### src/rtl/play_mode_arbiter_pkg.sv
// Shared mode encodings, FSM state type and helpers for the play-mode arbiter.
package play_mode_pkg;

    localparam logic [2:0] MODE_FREE  = 3'b100;
    localparam logic [2:0] MODE_AUTO  = 3'b010;
    localparam logic [2:0] MODE_LEARN = 3'b001;
    localparam logic [2:0] MODE_NONE  = 3'b000;
    localparam logic [3:0] NOTE_REST  = 4'd0;

    typedef enum logic [1:0] {
        IDLE = 2'd0,
        GAP  = 2'd1,
        RUN  = 2'd2
    } state_t;

    // A switch setting is only meaningful when exactly one player is selected.
    function automatic logic is_onehot3(input logic [2:0] m);
        return (m == MODE_FREE) || (m == MODE_AUTO) || (m == MODE_LEARN);
    endfunction

endpackage

### src/rtl/play_mode_arbiter_if.sv
// Bundle of player inputs and arbitrated outputs between the players and the drivers.
interface play_mode_arbiter_if;

    logic [2:0] mode;
    logic [3:0] free_note;
    logic [6:0] free_led;
    logic [1:0] free_octave;
    logic [3:0] auto_note;
    logic [6:0] auto_led;
    logic [1:0] auto_octave;
    logic [3:0] auto_num;
    logic [3:0] learn_note;
    logic [6:0] learn_led;
    logic [1:0] learn_octave;
    logic [3:0] learn_num;

    logic [3:0] note_out;
    logic [6:0] led_out;
    logic [1:0] octave_out;
    logic [3:0] num;
    logic [2:0] active_mode;
    logic       muted;
    logic       auto_restart;
    logic       learn_restart;

    modport master (
        output mode,
        output free_note, free_led, free_octave,
        output auto_note, auto_led, auto_octave, auto_num,
        output learn_note, learn_led, learn_octave, learn_num,
        input  note_out, led_out, octave_out, num,
        input  active_mode, muted, auto_restart, learn_restart
    );

    modport slave (
        input  mode,
        input  free_note, free_led, free_octave,
        input  auto_note, auto_led, auto_octave, auto_num,
        input  learn_note, learn_led, learn_octave, learn_num,
        output note_out, led_out, octave_out, num,
        output active_mode, muted, auto_restart, learn_restart
    );

endinterface

### src/rtl/play_mode_arbiter_debouncer.sv
// Mode switch debouncer: flags the edge on which a setting has been seen
// DEBOUNCE_CYCLES times in a row, and reports that setting.
module mode_debouncer #(
    parameter int DEBOUNCE_CYCLES = 1000000
) (
    input  logic       clk,
    input  logic       reset,
    input  logic [2:0] mode_in,
    output logic [2:0] stable_mode,
    output logic       change_pulse
);

    localparam int            CW      = $clog2(DEBOUNCE_CYCLES + 1);
    localparam logic [CW-1:0] CNT_MAX = CW'(DEBOUNCE_CYCLES);
    localparam logic [CW-1:0] CNT_ONE = CW'(1);

    logic [2:0]    cand_q, cand_d;
    logic [CW-1:0] cnt_q, cnt_d;
    logic [2:0]    stable_q;
    logic          pulse_q, pulse_d;

    always_comb begin
        cand_d = cand_q;
        cnt_d  = cnt_q;
        if (mode_in == cand_q) begin
            if (cnt_q != CNT_MAX) begin
                cnt_d = cnt_q + 1'b1;
            end
        end else begin
            cand_d = mode_in;
            cnt_d  = CNT_ONE;
        end
        // Fire only on arrival at the threshold, not while sitting saturated.
        pulse_d = (cnt_d == CNT_MAX) && ((cnt_q != CNT_MAX) || (mode_in != cand_q));
    end

    always_ff @(posedge clk) begin
        if (reset) begin
            cand_q   <= 3'b000;
            cnt_q    <= '0;
            stable_q <= 3'b000;
            pulse_q  <= 1'b0;
        end else begin
            cand_q  <= cand_d;
            cnt_q   <= cnt_d;
            pulse_q <= pulse_d;
            if (pulse_d) begin
                stable_q <= cand_d;
            end
        end
    end

    assign stable_mode  = stable_q;
    assign change_pulse = pulse_q;

endmodule

### src/rtl/play_mode_arbiter.sv
// Hands the shared note/LED/octave/digit outputs between the free, auto and
// learn players, with a muted gap and a restart pulse on every handover.
module play_mode_arbiter
    import play_mode_pkg::*;
#(
    parameter int DEBOUNCE_CYCLES = 1000000,
    parameter int GAP_CYCLES      = 5000000
) (
    input  logic                clk,
    input  logic                reset,
    play_mode_arbiter_if.slave  bus
);

    localparam int            GW       = $clog2(GAP_CYCLES + 1);
    localparam logic [GW-1:0] GAP_LAST = GW'(GAP_CYCLES - 1);

    logic [2:0]    req_mode;
    logic          req_pulse;
    logic [2:0]    cmp_target;
    logic          req_valid, req_invalid;

    state_t        state_q;
    logic [2:0]    target_q;
    logic [GW-1:0] gap_cnt_q;
    logic [3:0]    note_q;
    logic [6:0]    led_q;
    logic [1:0]    octave_q;
    logic [3:0]    num_q;
    logic [2:0]    active_q;
    logic          muted_q;
    logic          auto_rst_q;
    logic          learn_rst_q;

    logic [3:0]    src_note;
    logic [6:0]    src_led;
    logic [1:0]    src_octave;
    logic [3:0]    src_num;

    mode_debouncer #(
        .DEBOUNCE_CYCLES(DEBOUNCE_CYCLES)
    ) u_debounce (
        .clk          (clk),
        .reset        (reset),
        .mode_in      (bus.mode),
        .stable_mode  (req_mode),
        .change_pulse (req_pulse)
    );

    // During a gap a request is judged against where we are heading, not the silent owner.
    always_comb begin
        cmp_target  = (state_q == GAP) ? target_q : active_q;
        req_valid   = req_pulse && (req_mode != cmp_target) && is_onehot3(req_mode);
        req_invalid = req_pulse && (req_mode != cmp_target) && !is_onehot3(req_mode);
    end

    always_comb begin
        src_note   = NOTE_REST;
        src_led    = '0;
        src_octave = '0;
        src_num    = '0;
        case (active_q)
            MODE_FREE: begin
                src_note   = bus.free_note;
                src_led    = bus.free_led;
                src_octave = bus.free_octave;
            end
            MODE_AUTO: begin
                src_note   = bus.auto_note;
                src_led    = bus.auto_led;
                src_octave = bus.auto_octave;
                src_num    = bus.auto_num;
            end
            MODE_LEARN: begin
                src_note   = bus.learn_note;
                src_led    = bus.learn_led;
                src_octave = bus.learn_octave;
                src_num    = bus.learn_num;
            end
            default: begin
            end
        endcase
    end

    always_ff @(posedge clk) begin
        if (reset) begin
            state_q     <= IDLE;
            target_q    <= MODE_NONE;
            gap_cnt_q   <= '0;
            note_q      <= NOTE_REST;
            led_q       <= '0;
            octave_q    <= '0;
            num_q       <= '0;
            active_q    <= MODE_NONE;
            muted_q     <= 1'b0;
            auto_rst_q  <= 1'b0;
            learn_rst_q <= 1'b0;
        end else begin
            auto_rst_q  <= 1'b0;
            learn_rst_q <= 1'b0;
            case (state_q)
                IDLE: begin
                    note_q   <= NOTE_REST;
                    led_q    <= '0;
                    octave_q <= '0;
                    num_q    <= '0;
                    active_q <= MODE_NONE;
                    muted_q  <= 1'b0;
                    if (req_valid) begin
                        state_q   <= GAP;
                        target_q  <= req_mode;
                        gap_cnt_q <= '0;
                        muted_q   <= 1'b1;
                    end
                end
                GAP: begin
                    // Octave is deliberately left alone so the tone generator keeps its range.
                    note_q   <= NOTE_REST;
                    led_q    <= '0;
                    num_q    <= '0;
                    active_q <= MODE_NONE;
                    if (req_invalid) begin
                        state_q  <= IDLE;
                        target_q <= MODE_NONE;
                        octave_q <= '0;
                        muted_q  <= 1'b0;
                    end else if (req_valid) begin
                        target_q  <= req_mode;
                        gap_cnt_q <= '0;
                        muted_q   <= 1'b1;
                    end else if (gap_cnt_q == GAP_LAST) begin
                        state_q     <= RUN;
                        muted_q     <= 1'b0;
                        active_q    <= target_q;
                        auto_rst_q  <= (target_q == MODE_AUTO);
                        learn_rst_q <= (target_q == MODE_LEARN);
                    end else begin
                        gap_cnt_q <= gap_cnt_q + 1'b1;
                        muted_q   <= 1'b1;
                    end
                end
                RUN: begin
                    muted_q <= 1'b0;
                    if (req_valid) begin
                        state_q   <= GAP;
                        target_q  <= req_mode;
                        gap_cnt_q <= '0;
                        muted_q   <= 1'b1;
                        active_q  <= MODE_NONE;
                        note_q    <= NOTE_REST;
                        led_q     <= '0;
                        num_q     <= '0;
                    end else if (req_invalid) begin
                        state_q  <= IDLE;
                        target_q <= MODE_NONE;
                        active_q <= MODE_NONE;
                        note_q   <= NOTE_REST;
                        led_q    <= '0;
                        octave_q <= '0;
                        num_q    <= '0;
                    end else begin
                        note_q   <= src_note;
                        led_q    <= src_led;
                        octave_q <= src_octave;
                        num_q    <= src_num;
                    end
                end
                default: begin
                    state_q <= IDLE;
                end
            endcase
        end
    end

    assign bus.note_out      = note_q;
    assign bus.led_out       = led_q;
    assign bus.octave_out    = octave_q;
    assign bus.num           = num_q;
    assign bus.active_mode   = active_q;
    assign bus.muted         = muted_q;
    assign bus.auto_restart  = auto_rst_q;
    assign bus.learn_restart = learn_rst_q;

endmodule

### src/flat_wrapper.sv
// flat-port wrapper written by rule: the top's interface ports become plain ports
module play_mode_arbiter_flat import play_mode_pkg::*;
#(
    parameter int DEBOUNCE_CYCLES = 1000000,
    parameter int GAP_CYCLES      = 5000000
)
  (clk, reset, bus_mode, bus_free_note, bus_free_led, bus_free_octave, bus_auto_note, bus_auto_led, bus_auto_octave, bus_auto_num, bus_learn_note, bus_learn_led, bus_learn_octave, bus_learn_num, bus_note_out, bus_led_out, bus_octave_out, bus_num, bus_active_mode, bus_muted, bus_auto_restart, bus_learn_restart);
  play_mode_arbiter_if bus_i ();
  input  logic clk;
  input  logic reset;
  input wire logic [$bits(bus_i.mode)-1:0] bus_mode;
  input wire logic [$bits(bus_i.free_note)-1:0] bus_free_note;
  input wire logic [$bits(bus_i.free_led)-1:0] bus_free_led;
  input wire logic [$bits(bus_i.free_octave)-1:0] bus_free_octave;
  input wire logic [$bits(bus_i.auto_note)-1:0] bus_auto_note;
  input wire logic [$bits(bus_i.auto_led)-1:0] bus_auto_led;
  input wire logic [$bits(bus_i.auto_octave)-1:0] bus_auto_octave;
  input wire logic [$bits(bus_i.auto_num)-1:0] bus_auto_num;
  input wire logic [$bits(bus_i.learn_note)-1:0] bus_learn_note;
  input wire logic [$bits(bus_i.learn_led)-1:0] bus_learn_led;
  input wire logic [$bits(bus_i.learn_octave)-1:0] bus_learn_octave;
  input wire logic [$bits(bus_i.learn_num)-1:0] bus_learn_num;
  output wire logic [$bits(bus_i.note_out)-1:0] bus_note_out;
  output wire logic [$bits(bus_i.led_out)-1:0] bus_led_out;
  output wire logic [$bits(bus_i.octave_out)-1:0] bus_octave_out;
  output wire logic [$bits(bus_i.num)-1:0] bus_num;
  output wire logic [$bits(bus_i.active_mode)-1:0] bus_active_mode;
  output wire logic [$bits(bus_i.muted)-1:0] bus_muted;
  output wire logic [$bits(bus_i.auto_restart)-1:0] bus_auto_restart;
  output wire logic [$bits(bus_i.learn_restart)-1:0] bus_learn_restart;
  assign bus_i.mode = bus_mode;
  assign bus_i.free_note = bus_free_note;
  assign bus_i.free_led = bus_free_led;
  assign bus_i.free_octave = bus_free_octave;
  assign bus_i.auto_note = bus_auto_note;
  assign bus_i.auto_led = bus_auto_led;
  assign bus_i.auto_octave = bus_auto_octave;
  assign bus_i.auto_num = bus_auto_num;
  assign bus_i.learn_note = bus_learn_note;
  assign bus_i.learn_led = bus_learn_led;
  assign bus_i.learn_octave = bus_learn_octave;
  assign bus_i.learn_num = bus_learn_num;
  assign bus_note_out = bus_i.note_out;
  assign bus_led_out = bus_i.led_out;
  assign bus_octave_out = bus_i.octave_out;
  assign bus_num = bus_i.num;
  assign bus_active_mode = bus_i.active_mode;
  assign bus_muted = bus_i.muted;
  assign bus_auto_restart = bus_i.auto_restart;
  assign bus_learn_restart = bus_i.learn_restart;
  play_mode_arbiter #(.DEBOUNCE_CYCLES(DEBOUNCE_CYCLES), .GAP_CYCLES(GAP_CYCLES)) u_core (.clk(clk), .reset(reset), .bus(bus_i));
endmodule
### config.mk
export PLATFORM = sky130hd
export DESIGN_NAME = play_mode_arbiter_flat
export DESIGN_NICKNAME = d
export VERILOG_FILES = /design/src/rtl/play_mode_arbiter_pkg.sv /design/src/rtl/play_mode_arbiter_if.sv /design/src/rtl/play_mode_arbiter_debouncer.sv /design/src/rtl/play_mode_arbiter.sv /design/src/flat_wrapper.sv
export SDC_FILE = /design/constraint.sdc
export NUM_CORES = 1
export LEC_CHECK = 0
export BUFFER_PORTS_ARGS = -buffer_cell sky130_fd_sc_hd__buf_2
export CORE_UTILIZATION = 27
export DETAILED_ROUTE_END_ITERATION = 8
export PLACE_DENSITY = 0.49
export SLEW_MARGIN = 20
export SYNTH_ARGS = -nofsm -noshare
export SYNTH_HDL_FRONTEND = slang
export SYNTH_SLANG_ARGS = --single-unit
### constraint.sdc
create_clock -name clk -period 5.88 [get_ports clk]
set_input_delay 0.882 -clock clk [delete_from_list [all_inputs] [get_ports clk]]
set_output_delay 0.882 -clock clk [all_outputs]
set_load 0.01 [all_outputs]
==> impl_metrics.env <==
export IMPL_clkTransAtPathRegs_ns=0.06
export IMPL_grt_total_usage_pct=13.6
export IMPL_synth_simple_area_share_pct=28.7
export IMPL_yosysUniqueCellTypes=63
export IMPL_setup_tns_ns=0
export IMPL_synth_area_per_cell_um2=8.26
export IMPL_cts_buffers_inserted=9
export IMPL_vias=3838
export IMPL_path_class="flop to flop"
export IMPL_cts_tree="yes"
export IMPL_finalCritPeriodShare_pct=49.3
export IMPL_start_util_pct=27.8
export IMPL_gp_congestion=0.796
export IMPL_hold_buffers=0
export IMPL_fillers=1702
export IMPL_synth_top_family_by_area="simple AND/OR/NAND/NOR gates"
export IMPL_instances_no_fill=790
export IMPL_postCtsSetupRepairBufs=0
export IMPL_synth_main_ff_cell="dfxtp_1"
export IMPL_clk_latency_ns=0.34
export IMPL_die_area_um2=16300
export IMPL_worstHoldStart="u_core.bus.muted"
export IMPL_row_count=45
export IMPL_wl_per_cell_um=13.3
export IMPL_fin_skew_ns=0.0101
export IMPL_yosys_top_cells_area="dfxtp_1 37%, nor2_1 6.5%, xnor2_1 5.3%, a22oi_1 5.1%, xor2_1 3.9%"
export IMPL_hold_depth=2
export IMPL_grt_overflow=0
export IMPL_max_freq_mhz=345
export IMPL_synthesis_nets=576
export IMPL_htree_levels=3
export IMPL_seq_area_frac_synth_pct=36.6
export IMPL_seqCellArea_um2=1560
export IMPL_finalWirelength_mm=10.5
export IMPL_die_w_um=128
export IMPL_dp_hpwl_mm=7.71
export IMPL_yosysTopAreaCell="dfxtp_1"
export IMPL_crit_arrival_ns=3.13
export IMPL_reg2reg_depth=8
export IMPL_area_growth_pct=18.3
export IMPL_antenna_found_initial=0
export IMPL_fin_crit_ns=2.90
export IMPL_ios=75
export IMPL_synth_area_um2=4260
export IMPL_worstHoldPathType="flop to flop"
export IMPL_drtIter0Drc=191
export IMPL_synthCells=516
export IMPL_worst_path_max_fanout=5
export IMPL_synth_compound_area_share_pct=15.6
export IMPL_async_flop_share_pct=0
export IMPL_grt_pass1_vias=3647
export IMPL_dp_cells=774
export IMPL_critPathLaunchType="flop"
export IMPL_cts_sinks=78
export IMPL_ys_ff_latch=78
export IMPL_rrSetupSlack_ns=2.98
export IMPL_ant_nets=0
export IMPL_multi_input_area_um2=2510
export IMPL_worstPathRequired_ns=6.11
export IMPL_dieHeight_um=128
export IMPL_first_pass_iters=4
export IMPL_drc=0
export IMPL_clock_root_buffer="clkbuf_16"
export IMPL_leakagePower_nw=1.81
export IMPL_tightest_slew_ns=0.800
export IMPL_p_per_area_nw_per_um2=241
export IMPL_slew_headroom_pct=46.2
export IMPL_reg2reg_to="u_core.u_debounce.stable_mode[2]"
export IMPL_io_buffers=74
export IMPL_coreArea_um2=15300
export IMPL_status="complete, no violations"
export IMPL_synthAdderAreaFrac_pct=2.35
export IMPL_final_hold_violation_count=0
export IMPL_synthXorXnorAreaFrac_pct=9.24
export IMPL_clock_path_buffers=2
export IMPL_rsz0062_at_grt="false"
export IMPL_synth_top_area_share_pct=36.6
export IMPL_nets=634
export IMPL_setup_violations=0
export IMPL_cts_repair_resized=0
export IMPL_num_antenna_cells=0
export IMPL_synth_edf_count=0
export IMPL_slew_viol_final=0
export IMPL_routed_via_density=4.86
export IMPL_r2r_start="u_core.u_debounce.cnt_q[1]"
export IMPL_end_kind="flop"
export IMPL_maxCapViolCount=0
export IMPL_hold_end="u_core.bus.muted"
export IMPL_grt_max_degree=43
export IMPL_synth_area_mux_share_pct=2.90
export IMPL_yosys_warnings=0
export IMPL_grt_pass1_wl_mm=17.6
export IMPL_irDropWorstVdd_uv=134
export IMPL_drive_above_1_share_pct=18.7
## routing by layer
layer	routed length (um)	part of all wire (%)	global-route usage [%]
met5	0	0	0
met4	189	1.8	5.47
met3	304	2.9	3.01
met2	5120	49	22.6
met1	4920	47	17.0
## where the power goes
part	leakage (nW)	total, mW	internal [mW]	switching (mW)
clock network	0.140	0.552	0.330	0.222
registers	0.629	0.543	0.535	0.00720
logic	1.04	0.121	0.0442	0.0770
total	1.81	1.22	0.909	0.306
## area by class of cell
class / instances / area share (%)
Clock inverter: 5 / 1.19
Clock buffer: 11 / 4.61
Timing Repair Buffer: 75 / 7.49
Multi-Input combinational cell: 400 / 49.8
Inverter: 10 / 0.744
Sequential cell: 78 / 31.0
Tap cell: 211 / 5.23
## per-stage QoR
step	total power [mW]	hold slack, ns	setup slack (ns)	instance area (um^2)	util [%]
CTS	1.23	0.474	2.98	5040	32.9
floorplan	0.637	0.453	3.10	4260	-
global route	1.27	0.481	2.76	5040	32.9
global placement	0.674	0.450	2.83	4750	31.0
finish	1.22	0.474	2.98	5040	32.9
detailed placement	0.676	0.458	2.73	4750	31.0
## sequential cells by signal, summed over array words and instances, names as in the netlist, 2 cells and up
register,flops
u_core.bus.note_out,4
u_core.state_q,2
u_core.gap_cnt_q,23
u_core.u_debounce.stable_mode,3
u_core.u_debounce.cand_q,3
u_core.bus.octave_out,2
u_core.bus.num,4
u_core.target_q,3
u_core.bus.active_mode,3
u_core.u_debounce.cnt_q,20
u_core.bus.led_out,7
## worst max path at each step
| stage | start | to | cells after the start |
|---|---|---|---|
| final | u_core.u_debounce.cnt_q[1] | u_core.u_debounce.stable_mode[2] | 8 |
| after global routing | u_core.state_q[0] | u_core.gap_cnt_q[19] | 8 |
| after CTS | u_core.u_debounce.cnt_q[1] | u_core.u_debounce.stable_mode[2] | 8 |
| after detailed placement | bus_mode[0] | u_core.u_debounce.stable_mode[2] | 7 |
| after global placement | bus_mode[0] | u_core.u_debounce.stable_mode[0] | 7 |
| after floorplan | bus_mode[0] | u_core.u_debounce.stable_mode[0] | 6 |
## logic make-up (layout without fill, tap and decap cells)
group,count (synthesis),in the layout
buffers and inverters,38,101
adders and majority gates,8,8
xor gates and xnor gates,45,45
AOI/OAI and AO/OA,101,101
DFF,78,78
muxes,12,12
and+or+nand+nor,234,234
## placed cells by master (no fill, tap or decap), drive strengths merged, types with 9 or more instances in the layout
master,count
inv,10
nor4,10
nand3,29
mux2i,9
dfxtp,78
xor2,19
and3,10
clkbuf,11
buf,75
nor3,27
nand2,41
o21ai,26
nor2,75
a21oi,22
xnor2,26
a22oi,29
## cells in the mapped netlist (2+ instances only)
library cell and number:
ha_1 8, mux2i_1 9, buf_2 2, xnor2_1 26, nand4_1 6, nor2b_1 8
nand3_1 27, nor4_1 7, nand4b_1 2, buf_6 5, or3_1 4, or4_1 3
nor2_1 74, nor3b_1 4, nor4_4 2, dfxtp_1 78, a21oi_1 22, o31a_1 2
xor2_1 19, nor4b_1 4, a211oi_1 3, inv_1 10, and3_1 10, o21ai_0 25
a31oi_1 3, and4_1 2, nand2_1 40, clkbuf_1 18, a32o_1 3, nor3_1 27
mux2_2 3, a22oi_1 29
## critical path, cell delays in order, from the launching register on
cell and delay, ns:
dfxtp_1 0.44, ha_1 0.34, nand3_4 0.15, or2_0 0.25, o32ai_1 0.28, a21oi_1 0.15
or4_4 0.57, nor4_4 0.24, mux2_2 0.37
No activity file was read; power rests on OpenSTA's default activity.
